File: src/rtl/d16_sequencer.sv
// Instruction sequencer for the d16 core: owns the PC, fetches words for d16_decode,
// resolves JMP/JMZ locally and hands ALU/move ops to the datapath via ex_stb/ex_ack.
//
// state  | meaning
// IDLE   | parked; waits for run at an instruction boundary
// FETCH  | imem_stb high at pc; latches imem_dat into instr on imem_ack
// DECODE | one cycle; resolves jumps, dispatches ALU ops, traps illegal opcodes
// EXEC   | ex_stb high; retires the instruction on ex_ack
// HALT   | illegal opcode seen; only sys_rst leaves
module d16_sequencer #(
    parameter logic [15:0] RESET_PC = 16'h0000
) (
    input  logic        sys_clk,
    input  logic        sys_rst,
    input  logic        run,
    output logic [15:0] imem_adr,
    output logic        imem_stb,
    input  logic        imem_ack,
    input  logic [31:0] imem_dat,
    output logic [31:0] instr,
    input  logic [7:0]  op_in,
    input  logic [15:0] a_in,
    input  logic        zero,
    output logic        ex_stb,
    input  logic        ex_ack,
    output logic [15:0] pc,
    output logic [31:0] instret,
    output logic        busy,
    output logic        err
);

    // Opcode values mirror d16.vh so this file stands alone.
    localparam logic [7:0] D16_OP_ADD = 8'h00;
    localparam logic [7:0] D16_OP_SUB = 8'h01;
    localparam logic [7:0] D16_OP_SHL = 8'h02;
    localparam logic [7:0] D16_OP_SHR = 8'h03;
    localparam logic [7:0] D16_OP_COP = 8'h04;
    localparam logic [7:0] D16_OP_AFC = 8'h05;
    localparam logic [7:0] D16_OP_JMP = 8'h06;
    localparam logic [7:0] D16_OP_JMZ = 8'h07;

    typedef enum logic [2:0] {
        IDLE   = 3'd0,
        FETCH  = 3'd1,
        DECODE = 3'd2,
        EXEC   = 3'd3,
        HALT   = 3'd4
    } state_t;

    state_t      r_state;
    logic [15:0] r_pc;
    logic [31:0] r_instr;
    logic [31:0] r_instret;
    logic        r_err;

    state_t      w_state_nxt;
    logic [15:0] w_pc_nxt;
    logic [31:0] w_instr_nxt;
    logic [31:0] w_instret_nxt;
    logic        w_err_nxt;
    state_t      w_after_retire;

    always_ff @(posedge sys_clk) begin
        if (sys_rst) begin
            r_state   <= IDLE;
            r_pc      <= RESET_PC;
            r_instr   <= 32'h0000_0000;
            r_instret <= 32'h0000_0000;
            r_err     <= 1'b0;
        end else begin
            r_state   <= w_state_nxt;
            r_pc      <= w_pc_nxt;
            r_instr   <= w_instr_nxt;
            r_instret <= w_instret_nxt;
            r_err     <= w_err_nxt;
        end
    end

    always_comb begin
        w_state_nxt    = r_state;
        w_pc_nxt       = r_pc;
        w_instr_nxt    = r_instr;
        w_instret_nxt  = r_instret;
        w_err_nxt      = r_err;
        w_after_retire = run ? FETCH : IDLE;
        case (r_state)
            IDLE: begin
                if (run) w_state_nxt = FETCH;
            end
            FETCH: begin
                if (imem_ack) begin
                    w_instr_nxt = imem_dat;
                    w_state_nxt = DECODE;
                end
            end
            DECODE: begin
                case (op_in)
                    D16_OP_ADD, D16_OP_SUB, D16_OP_SHL,
                    D16_OP_SHR, D16_OP_COP, D16_OP_AFC: begin
                        w_state_nxt = EXEC;
                    end
                    D16_OP_JMP: begin
                        w_pc_nxt      = a_in;
                        w_instret_nxt = r_instret + 32'd1;
                        w_state_nxt   = w_after_retire;
                    end
                    D16_OP_JMZ: begin
                        w_pc_nxt      = zero ? a_in : r_pc + 16'd1;
                        w_instret_nxt = r_instret + 32'd1;
                        w_state_nxt   = w_after_retire;
                    end
                    // pc is left on the faulting word for post-mortem inspection
                    default: begin
                        w_err_nxt   = 1'b1;
                        w_state_nxt = HALT;
                    end
                endcase
            end
            EXEC: begin
                if (ex_ack) begin
                    w_pc_nxt      = r_pc + 16'd1;
                    w_instret_nxt = r_instret + 32'd1;
                    w_state_nxt   = w_after_retire;
                end
            end
            HALT: begin
                w_state_nxt = HALT;
            end
            default: begin
                w_state_nxt = IDLE;
            end
        endcase
    end

    assign imem_stb = (r_state == FETCH);
    assign ex_stb   = (r_state == EXEC);
    assign busy     = (r_state != IDLE) && (r_state != HALT);
    assign imem_adr = r_pc;
    assign pc       = r_pc;
    assign instr    = r_instr;
    assign instret  = r_instret;
    assign err      = r_err;

endmodule

File: config.mk
export PLATFORM = sky130hd
export DESIGN_NAME = d16_sequencer
export DESIGN_NICKNAME = d
export VERILOG_FILES = /design/src/rtl/d16_sequencer.sv
export SDC_FILE = /design/constraint.sdc
export NUM_CORES = 1
export LEC_CHECK = 0
export BUFFER_PORTS_ARGS = -buffer_cell sky130_fd_sc_hd__buf_2
export CAP_MARGIN = 15
export CORE_MARGIN = 5
export CORE_UTILIZATION = 25
export CTS_BUF_LIST = sky130_fd_sc_hd__clkbuf_8
export CTS_CLUSTER_SIZE = 8
export DETAILED_ROUTE_END_ITERATION = 6
export GPL_TIMING_DRIVEN = 0
export PLACE_DENSITY = 0.59
export SLEW_MARGIN = 25
export SYNTH_ARGS = -nofsm -noshare
export SYNTH_HDL_FRONTEND = slang
export SYNTH_SLANG_ARGS = --single-unit
File: constraint.sdc
create_clock -name sys_clk -period 6.15 [get_ports sys_clk]
set_clock_uncertainty 0.05 [all_clocks]
set_input_delay 0 -clock sys_clk [delete_from_list [all_inputs] [get_ports sys_clk]]
set_output_delay 0 -clock sys_clk [all_outputs]
set_load 0.03 [all_outputs]
==> summary.md, run 1 <==
| Metric | Value |
|---|---|
| Routability Congestion | between 0.8 and 0.9 |
| Fraction of layout cells with a size suffix above 1 | 27.5% |
| Ports | 162 |
| Die area | 19000 sq um |
| Initial core utilization | 25.6% |
| Area leader, netlist | dfxtp_1 |
| Final slew viol count | 0 |
| Slew headroom | 32.6% |
| Critical path class | reg -> reg |
| Placement Rows | 46 |
| Yosys reg bits | 84 |
| Post-DR wirelength/cell | approximately 15 um |
| Worst Tran Pin Value | 1.00 ns |
| TritonCTS clock tree | yes |
| Critical Path Fanout Max | 10 |
| Die width | 138 um |
| Nets | slightly above 800 |
| Drt initial violations | 179 |
| Critical path required time | 6.36 ns |
| Port Buffer Count | 161 |
| Dpl hpwl | 10300 um |
| Outcome | complete, no violations |
| Remaining antenna violation count | 0 |
| Sequential area share after synthesis | 41.2% |
| First-pass GRT wire length | 21800 um |
| Setup TNS | 0 ns |
| Htree depth | 3 |
| Min-delay src | imem_ack |
| PD cells | 194 nW/um^2 |
| Fin crit share | 47.0% |
| Post-placement cell area | 5160 sq um |
| Commonest cells post-synth | nand2_1 (90), dfxtp_1 (84), a21oi_1 (75) |
| Largest net degree at the start of global routing | 14 |
| Area contributors post-synth | dfxtp_1 (41%), a21oi_1 (9.2%), nand2_1 (8.3%) |
| Max Freq | between 300 and 400 MHz |
| Crit path launch | r_state[0]$_SDFFE_PP0P_ |
| Unrepaired setup endpoints after global routing | false |
| Worst EP arrival | 3.10 ns |
| Syn_area_per_cell | 7.81 sq um |
| Critical R2R Launch | r_state[0]$_SDFFE_PP0P_ |
| Antenna violations before repair | 0 |
| Setup Buffers After CTS | 0 |
| Asr flop ratio synth | 0% |
| First drt pass iteration count | 5 |
| Fill cells | 1704 |
| Yosys warnings | 0 |
| Cell area after synthesis | between 4000 and 5000 sq um |
| Static Leak | 2.40 nW |
| Post-synth EDFFs | 0 |
| Crit start category | flip-flop |
| Netlist cell types | 50 |
| CTS buffer count | 9 |
| GR Overflow Total | 0 |
| Post-route cell area | 5830 sq um |
| Most frequent cell after synthesis | nand2_1 |
| Hold Vio Cnt, Final | 0 |
| Clock Latency Late Sink | 0.37 ns |
| Post-Synthesis Cells | 523 |
| Final WL | 14100 um |
| Post-Syn Nets | 587 |
| Setup violations, final | 0 |
| DRC violations left | 0 |
| Clock sink count | 84 |
| Maxcap violations | 0 |
| Max clock buf depth | 2 |
| Core box area | approximately 16000 sq um |
| Via density | 4.70 |
| GRT Overall Usage | approximately 15% |
| Chip Height | 138 um |
| Crit end category | flip-flop |
| Tmin final | 2.89 ns |
| Post-synth top area share | 41.2% |
| Area Overhead vs Synth | 42.7% |
| Hold WC Path Type | in -> reg |
| Peak supply drop | 136 uV |
| Top FF cell, synth | dfxtp_1 |
| CTS clk-pin slew, worst paths | 0.08 ns |
| Antenna fix cells | 0 |
| Total number of vias | 4539 |
| Vias in the first global route | 4259 |
| Clk root buf | clkbuf_8 |
worst paths after layout:
path	end	slack [ns]	depth (start not counted)
max	imem_adr[15]$_SDFFE_PP0P_	3.26	9
min reg2reg	instr[17]$_SDFFE_PP0P_	0.40	2
min	instr[1]$_SDFFE_PP0P_	0.03	4
max reg2reg	imem_adr[15]$_SDFFE_PP0P_	3.26	9
per-layer routing:
layer | share of wire, % | GRT usage [%] | vias to the layer above
met1 | 46 | 18.8 | 2072
met4 | 1.4 | 3.57 | 0
li1 | - | - | 2296
met3 | 7.2 | 4.57 | 17
met5 | 0 | 0 | -
met2 | 46 | 23.8 | 154
state kept, by name (all words and copies together) (netlist names):
register	count
err	1
imem_adr	16
instr	32
instret	32
r_state	3
kinds of logic (layout without fill, tap and decap cells):
kind of cell               after synthesis  in the layout  synth area share, %
muxes                                    1              1                0.276
xor gates and xnor gates                13             13                 2.79
and+or+nand+nor                        223            223                 27.3
buffers and inverters                   68            295                 8.02
DFF                                     84             84                 41.2
adders and majority gates                2              2                0.612
AOI/OAI and AO/OA                      132            132                 19.8
area by class of cell:
type / count / area [sq um] / area share, %
Buffer: 50 / 260 / 4.46
Tap cell: 216 / 270 / 4.63
Timing Repair Buffer: 211 / 1310 / 22.4
Clock inverter: 6 / 32.5 / 0.558
Multi-Input combinational cell: 371 / 2080 / 35.6
Sequential cell: 84 / 1680 / 28.8
Inverter: 18 / 67.6 / 1.16
Clock buffer: 10 / 138 / 2.36
repair_timing:
| action | in CTS | in global routing |
|---|---|---|
| hold buffers | 50 | 0 |
| endpoints found under the setup margin | 0 | 0 |
| gates resized for setup | 0 | 0 |
| hold endpoints to repair | 48 | 0 |
power breakdown:
group | total (mW) | switching, mW | internal, mW
sequential | 0.571 | 0.0103 | 0.561
clock | 0.353 | 0.199 | 0.153
combinational | 0.208 | 0.128 | 0.0799
total | 1.13 | 0.337 | 0.794
through the flow:
stage	total power, mW	hold slack [ns]	std cells	setup slack (ns)	util, %
2_1_floorplan	0.698	0.0860	523	3.66	-
3_3_place_gp	0.765	0.195	900	3.60	32.4
3_5_place_dp	0.766	0.199	900	3.62	32.4
4_1_cts	1.15	0.00581	966	3.29	36.6
5_1_grt	1.20	0.0157	966	3.12	36.6
6_report	1.13	0.0275	966	3.26	36.6
layout by cell type, fill, tap and decap left out, types with 2 or more instances in the layout:
master / count
clkinv_2: 2
a21o_1: 2
nor2b_1: 2
buf_4: 16
a31o_2: 2
or4_1: 15
o22ai_1: 2
nand3_1: 21
inv_1: 20
and4_1: 6
and3_1: 6
o32ai_1: 6
buf_2: 165
nand2_1: 90
xnor2_1: 10
nor3_1: 12
clkbuf_8: 10
nand4_1: 11
clkinvlp_4: 2
ha_1: 2
or3_1: 3
xor2_1: 3
nor2_1: 29
o21ai_0: 12
nor4_1: 10
a21oi_1: 75
a211oi_1: 3
nand2b_1: 2
clkbuf_1: 28
o31ai_1: 17
a311oi_1: 2
dfxtp_1: 84
dlygate4sd3_1: 50
nand4b_1: 2
o31a_1: 2
and2_1: 7
a31oi_1: 2
critical path, cell delays in order (launching register included):
cell and delay [ns]:
dfxtp_1 0.34, clkbuf_1 0.22, nand3b_1 0.25, o31a_2 0.21, clkbuf_1 0.36, clkbuf_1 0.46
a31oi_1 0.07, o21ai_0 0.16, o21ai_1 0.09, dlygate4sd3_1 0.56
(Power assumes the default switching activity.)
==> run 2, diff against run 1 <==
ABC_AREA = 1   (was unset)
clock period = 2.5 ns   (was 6.15 ns; I/O delays follow)
==> summary.md, run 2 <==
| Metric | Value |
|---|---|
| Nets | 1016 (+26%) |
| Post-route cell area | 6440 sq um (+10%) |
| Port Buffer Count | 159 (-1.2%) |
| First-pass GRT wire length | 26800 um (+23%) |
| First drt pass iteration count | 5 (unchanged) |
| Total number of vias | 5323 (+17%) |
| Chip Height | 146 um (+6.2%) |
| Hold_buf cts | 51 (+2.0%) |
| CTS buffer count | 9 (unchanged) |
| Worst EP arrival | 2.23 ns (-0.87 ns) |
| Mux contribution to synthesized area | 0% (-0.28 points) |
| Sequential area share after synthesis | 36.2% (-5.0 points) |
| Clock Latency Late Sink | 0.37 ns (about the same) |
| R2R cell count | 7 (-2) |
| Drt initial violations | 256 (+43%) |
| Final WL | 16200 um (+15%) |
| Most frequent cell after synthesis | nand2_1 |
| Commonest cells after routing, fill and taps aside | nand2_1 (236), buf_2 (170), dfxtp_1 (84) |
| Cell area after synthesis | 4650 sq um (+14%) |
| Final std cells w/o fill | 1187 (+23%) |
| Slew headroom | 59.3% (+27 points) |
| Inst Count DP | 1119 (+24%) |
| Core box area | 18100 sq um (+14%) |
| Via density | 4.48 (-4.6%) |
| Unrepaired setup endpoints after global routing | false |
| Worst Tran Pin Value | 0.610 ns (-0.392 ns) |
| Setup Buffers After CTS | 0 (unchanged) |
| Critical path class | reg -> reg |
| Setup TNS | 0 ns (unchanged) |
| Post-CTS Resized | 0 (unchanged) |
| Area Overhead vs Synth | 38.6% |
| DRC violations left | 0 (unchanged) |
| Syn_area_per_cell | 6.36 sq um (-19%) |
| Maxcap violations | 0 (unchanged) |
| Netlist cell types | 27 (-46%) |
| Ports | 162 (unchanged) |
| Tmin final | 2.03 ns (-0.858 ns) |
| Max clock buf depth | 2 (unchanged) |
| Commonest non-fill, non-tap cell in the layout | nand2_1 |
| Commonest cells post-synth | nand2_1 (236), dfxtp_1 (84), a21oi_1 (79), nand3_1 (79), nor2_1 (75) |
| GRT Overall Usage | 15.1% (+0.50 points) |
| Post-Synthesis Cells | 731 (+40%) |
| Peak supply drop | 345 uV (+150%) |
| Hold WC Path Type | in -> reg |
| Critical path required time | 2.70 ns (-3.66 ns) |
| Min-Delay Path Depth | 7 (+3) |
| Max Freq | 493 MHz (+42%) |
| Static Leak | 2.79 nW (+16%) |
| Htree depth | 3 (unchanged) |
| Post-synthesis xor/xnor area fraction | 2.45% (-0.34 points) |
| Post-synth EDFFs | 0 (unchanged) |
| Largest net degree at the start of global routing | 15 (+1) |
| Post-synthesis compound-gate area fraction | 10.1% (-9.7 points) |
| Post-DR wirelength/cell | 13.6 um (-6.7%) |
| Final slew viol count | 0 (unchanged) |
| Crit end category | flip-flop |
| Fill cells | 1984 (+16%) |
| Total power | 3.45 mW (+200%) |
| Fraction of layout cells with a size suffix above 1 | 23.2% (-4.3 points) |
| TritonCTS clock tree | yes |
| Yosys reg bits | 84 (unchanged) |
| Routability Congestion | 0.874 (+1.3%) |
| Placement Rows | 49 (+6.5%) |
| Yosys warnings | 0 (unchanged) |
| Setup violations, final | 0 (unchanged) |
| Antenna violations before repair | 1 (+1) |
| Hold Vio Cnt, Final | 0 (unchanged) |
| Final hold slack | 0.0203 ns (-0.00719 ns) |
| Area contributors post-synth | dfxtp_1 (36%), nand2_1 (19%), a21oi_1 (8.5%) |
| CTS clk-pin slew, worst paths | 0.09 ns (about the same) |
| Dpl hpwl | 12000 um (+16%) |
| Clock sink count | 84 (unchanged) |
| Vias in the first global route | 5288 (+24%) |
| GR Overflow Total | 0 (unchanged) |
| Die width | 146 um (+6.2%) |
| Post-synthesis simple-gate area fraction | 39.9% (+13 points) |
| Fin crit share | 81.2% (+34 points) |
| Remaining antenna violation count | 0 (unchanged) |
| Asr flop ratio synth | 0% (unchanged) |
| PD cells | 535 nW/um^2 (+180%) |
| Post-Syn Nets | 795 (+35%) |
| Crit start category | flip-flop |
| Critical Path Fanout Max | 8 (-2) |
| Largest family of logic cells by synthesized area | simple AND/OR/NAND/NOR gates |
| Adder-cell share of the synthesized area | 0.538% (-0.074 points) |
| Outcome | complete, no violations |
| Area leader, netlist | dfxtp_1 |
| Die area | 21400 sq um (+13%) |
| Initial core utilization | 25.6% (about the same) |
| Top FF cell, synth | dfxtp_1 |
| Clk root buf | clkbuf_8 |
| Post-placement cell area | 5730 sq um (+11%) |
| Post-synth top area share | 36.2% (-5.0 points) |
run 2: cell types whose count changed after synthesis, sizes merged, moves of 6 or more:
cell / change
nor3: -9
nor4: -10
buf: +9
clkbuf: -11
o31ai: -17
and2: -7
inv: +42
nand3: +58
nand3b: +13
o32ai: -6
nand2: +148
and4: -6
or4: -16
nor2: +50
run 2: final cells by class:
cell class	count	area, sq um	share of cell area (%)
multi-input combinational	539	2460	38.3
inverter	60	225	3.50
buffer	48	277	4.29
tap	229	287	4.45
clock buffer	10	138	2.14
antenna	1	2.50	0.0388
sequential	84	1680	26.1
clock inverter	6	61.3	0.952
timing repair buffer	210	1310	20.3
run 2: stage by stage:
stage / setup slack [ns] / util, %
after detailed placement: 0.638 / 31.6
final: 0.470 / 35.5
after floorplan: 0.718 / -
after global placement: 0.627 / 31.6
after global routing: 0.257 / 35.5
after CTS: 0.484 / 35.5
run 2: worst paths after layout:
kind	end	slack (ns)	start
min	imem_adr[15]$_SDFFE_PP0P_	0.02	a_in[15]
max	r_state[1]$_SDFFE_PP0P_	0.47	r_state[0]$_SDFFE_PP0P_
min reg2reg	err$_SDFFE_PP0P_	0.41	err$_SDFFE_PP0P_
max reg2reg	r_state[1]$_SDFFE_PP0P_	0.47	r_state[0]$_SDFFE_PP0P_
run 2: per-layer routing:
| layer | routed length (um) | GRT usage [%] |
|---|---|---|
| met5 | 0 | 0 |
| met4 | 147 | 3.62 |
| met3 | 1040 | 4.09 |
| met2 | 7650 | 25.8 |
| met1 | 7330 | 18.9 |
run 2: power by group:
group / switching (mW) / leakage, nW / total [mW] / internal (mW)
Sequential: 0.0622 / 0.679 / 1.49 / 1.43
Combinational: 0.604 / 2.00 / 0.919 / 0.315
Clock: 0.549 / 0.108 / 1.04 / 0.490
run 2: critical path, cell delays in order (launching register included):
cell and delay, ns:
dfxtp_1 0.41, nand3_2 0.19, or2_2 0.34, o21ai_0 0.10, nor2_1 0.08, o21ai_0 0.08
a21oi_1 0.08, dlygate4sd3_1 0.59
run 2: kinds of logic (layout without fill, tap and decap cells):
family,count (synthesis),in the layout
AO/OA/AOI/OAI,94,94
adder cells (fa/ha/maj),2,2
flip-flops,84,84
buffers and inverters,108,334
other,0,1
XOR/XNOR,13,13
AND/OR/NAND/NOR,430,430
==> run 3, diff against run 2 <==
ABC_AREA = 0   (was 1)
PLACE_DENSITY = 0.6   (was 0.59)
clock period = 1.6 ns   (was 2.5 ns; I/O delays follow)
==> summary.md, run 3 (same netlist as run 1, synthesis figures left out) <==
| Metric | Value |
|---|---|
| Outcome | complete, but fails checks |
| Violated checks | setup timing |
| Clk root buf | clkbuf_8 |
| Hold WC Path Type | in -> reg |
| R2R cell count | 6 (-1) |
| Slew headroom | 47.1% (-12 points) |
| CP dominant cell by count | or4_4 |
| Critical path class | reg -> reg |
| Drt initial violations | 217 (-15%) |
| Unrepaired setup endpoints after global routing | true |
| First drt pass iteration count | 4 (-1) |
| Clock Latency Late Sink | 0.37 ns (about the same) |
| PD cells | 641 nW/um^2 (+20%) |
| Maxcap violations | 0 (unchanged) |
| RR Endpoint | instret[30]$_SDFFE_PP0P_ |
| Crit start category | flip-flop |
| CP peak stage delay | 0.43 ns (-0.16 ns) |
| First-pass GRT wire length | 24700 um (-7.8%) |
| Clock sink count | 84 (unchanged) |
| Fin crit share | 127% (+46 points) |
| Area Overhead vs Synth | 94.6% |
| Final hold slack | 0.0479 ns (+0.0276 ns) |
| Ports | 162 (unchanged) |
| Core box area | 15900 sq um (-12%) |
| Setup Slack @ Placement | -0.795 ns (-1.43 ns) |
| Fraction of layout cells with a size suffix above 1 | 60.6% (+37 points) |
| Largest net degree at the start of global routing | 14 (-1) |
| Antenna fix cells | 0 (-1) |
| P_int | 3.47 mW (+55%) |
| Port Buffer Count | 161 (+1.3%) |
| CTS buffer count | 9 (unchanged) |
| Worst Tran Pin Value | 0.794 ns (+0.183 ns) |
| Final WL | 17100 um (+5.6%) |
| Commonest non-fill, non-tap cell in the layout | buf_2 |
| Setup violations, final | 79 (+79) |
| Worst Hold Path EP | r_state[2]$_SDFFE_PP0P_ |
| Remaining antenna violation count | 0 (unchanged) |
| Total power | 5.10 mW (+48%) |
| Min-delay src | op_in[3] |
| Initial core utilization | 25.6% (about the same) |
| Critical-path top delay cell | or4_4 |
| Reg power frac | 42.9% (-0.3 points) |
| Worst setup margin | -0.434 ns (-0.904 ns) |
| Comb power frac | 27.3% (+0.6 points) |
| Crit end category | flip-flop |
| Max Freq | 492 MHz (-0.18%) |
| Crit path cell chain | nand4_1, or2_4, or4_4, buf_6, or4_4, a21oi_2 |
| Htree depth | 3 (unchanged) |
| Final slew viol count | 0 (unchanged) |
| Die area | 19000 sq um (-11%) |
| Static Leak | 3.51 nW (+26%) |
| Post-DR wirelength/cell | 16.7 um (+23%) |
| Critical path required time | 1.85 ns (-0.85 ns) |
| Die width | 138 um (-5.8%) |
| GRT Overall Usage | 16.5% (+1.5 points) |
| Antenna violations before repair | 0 (-1) |
| CTS clk-pin slew, worst paths | 0.09 ns (about the same) |
| Worst EP arrival | 2.29 ns (+0.06 ns) |
| Min-Delay Path Depth | 3 (-4) |
| Tmin final | 2.03 ns (+0.00373 ns) |
| GR Overflow Total | 0 (unchanged) |
| Critical Path Fanout Max | 7 (-1) |
| Switching pwr | 1.63 mW (+34%) |
| Hold Vio Cnt, Final | 0 (unchanged) |
| Peak supply drop | 346 uV (+0.33%) |
| Commonest cells after routing, fill and taps aside | buf_2 (158), dfxtp_1 (57), a21oi_2 (55) |
| Critical R2R Launch | instret[14]$_SDFFE_PP0P_ |
| Switching share of power | 32.0% (-3.3 points) |
| Total number of vias | 4959 (-6.8%) |
| Nets | 864 (-15%) |
| Vias in the first global route | 4786 (-9.5%) |
| Dpl hpwl | 10400 um (-13%) |
| Chip Height | 138 um (-5.8%) |
| Routability Congestion | 0.809 (-7.5%) |
| Via density | 4.86 (+8.3%) |
| Clock network power share | 29.8% (-0.3 points) |
| Placement Rows | 46 (-6.1%) |
| TritonCTS clock tree | yes |
| Register-to-register setup slack | -0.43 ns (-0.90 ns) |
| DRC violations left | 0 (unchanged) |
| Max clock buf depth | 2 (unchanged) |
==> run 3: cell types whose count changed in the layout (fill, tap and decap cells not counted), sizes merged, moves of 7 or more <==
cell / delta
and2: +7
buf: +54
inv: -43
nand2: -148
nand3: -58
nand3b: -13
nor2: -50
nor3: +9
nor4: +10
o31ai: +17
or4: +16
==> run 3: area by class of cell <==
type,instances,area [sq um]
clock inverter,4,22.5
buffer,49,508
clock buffer,12,165
fill,1451,7990
sequential,84,1740
tap,216,270
inverter,18,70.1
timing repair buffer,267,1940
multi-input combinational,371,3240
==> run 3: per-stage QoR <==
stage               cell area (sq um)  util, %  instances  TNS, ns
floorplan                        4510        -        523    -8.47
global placement                 5580     35.0        900   -22.83
detailed placement               5580     35.0        900   -22.99
CTS                              6960     43.7       1004    -9.56
global route                     7950     49.9       1021   -17.55
finish                           7950     49.9       1021   -11.31
==> run 3: metal layers <==
layer / up-vias / track usage (%) / part of all wire, % / routed length, um
met5: - / 0 / 0 / 0
met4: 0 / 5.93 / 2.0 / 340
met3: 26 / 3.08 / 6.2 / 1070
met2: 157 / 28.0 / 48 / 8250
met1: 2352 / 21.0 / 43 / 7420
li1: 2424 / - / - / -
==> run 3: power groups by stage <==
stage,Sequential (mW),Clock (mW),Combinational (mW)
after CTS,2.18,1.59,1.09
after floorplan,2.35,0,0.416
after global placement,2.23,0,0.796
after detailed placement,2.23,0,0.800
final,2.19,1.52,1.39
after global routing,2.20,1.65,1.48
==> run 3: what timing repair did <==
action	4_1_cts	5_1_grt
hold buffers	52	0
endpoints found under the setup margin	76	81
gates resized for setup	80	219
cloned	7	3
hold endpoints to repair	50	0
buffers inserted	30	17
pin swaps	32	106
==> run 3: how the worst max path moves through the flow <==
stage / slack [ns] / cells after the start / endpoint / from
after floorplan: -0.44 / 7 / instret[24]$_SDFFE_PP0P_ / instret[4]$_SDFFE_PP0P_
after global placement: -0.79 / 7 / instret[24]$_SDFFE_PP0P_ / op_in[5]
after detailed placement: -0.80 / 7 / instret[25]$_SDFFE_PP0P_ / op_in[5]
after CTS: -0.43 / 7 / instret[30]$_SDFFE_PP0P_ / instret[5]$_SDFFE_PP0P_
after global routing: -0.49 / 6 / instret[30]$_SDFFE_PP0P_ / instret[14]$_SDFFE_PP0P_
final: -0.43 / 6 / instret[30]$_SDFFE_PP0P_ / instret[14]$_SDFFE_PP0P_
==> run 3: worst max-delay path: cells and delay by family, from the launching register on <==
kind | cells | cell delay, ns
buf+inv | 1 | 0.15
compound gates | 1 | 0.12
flops | 1 | 0.38
simple gates | 4 | 1.27
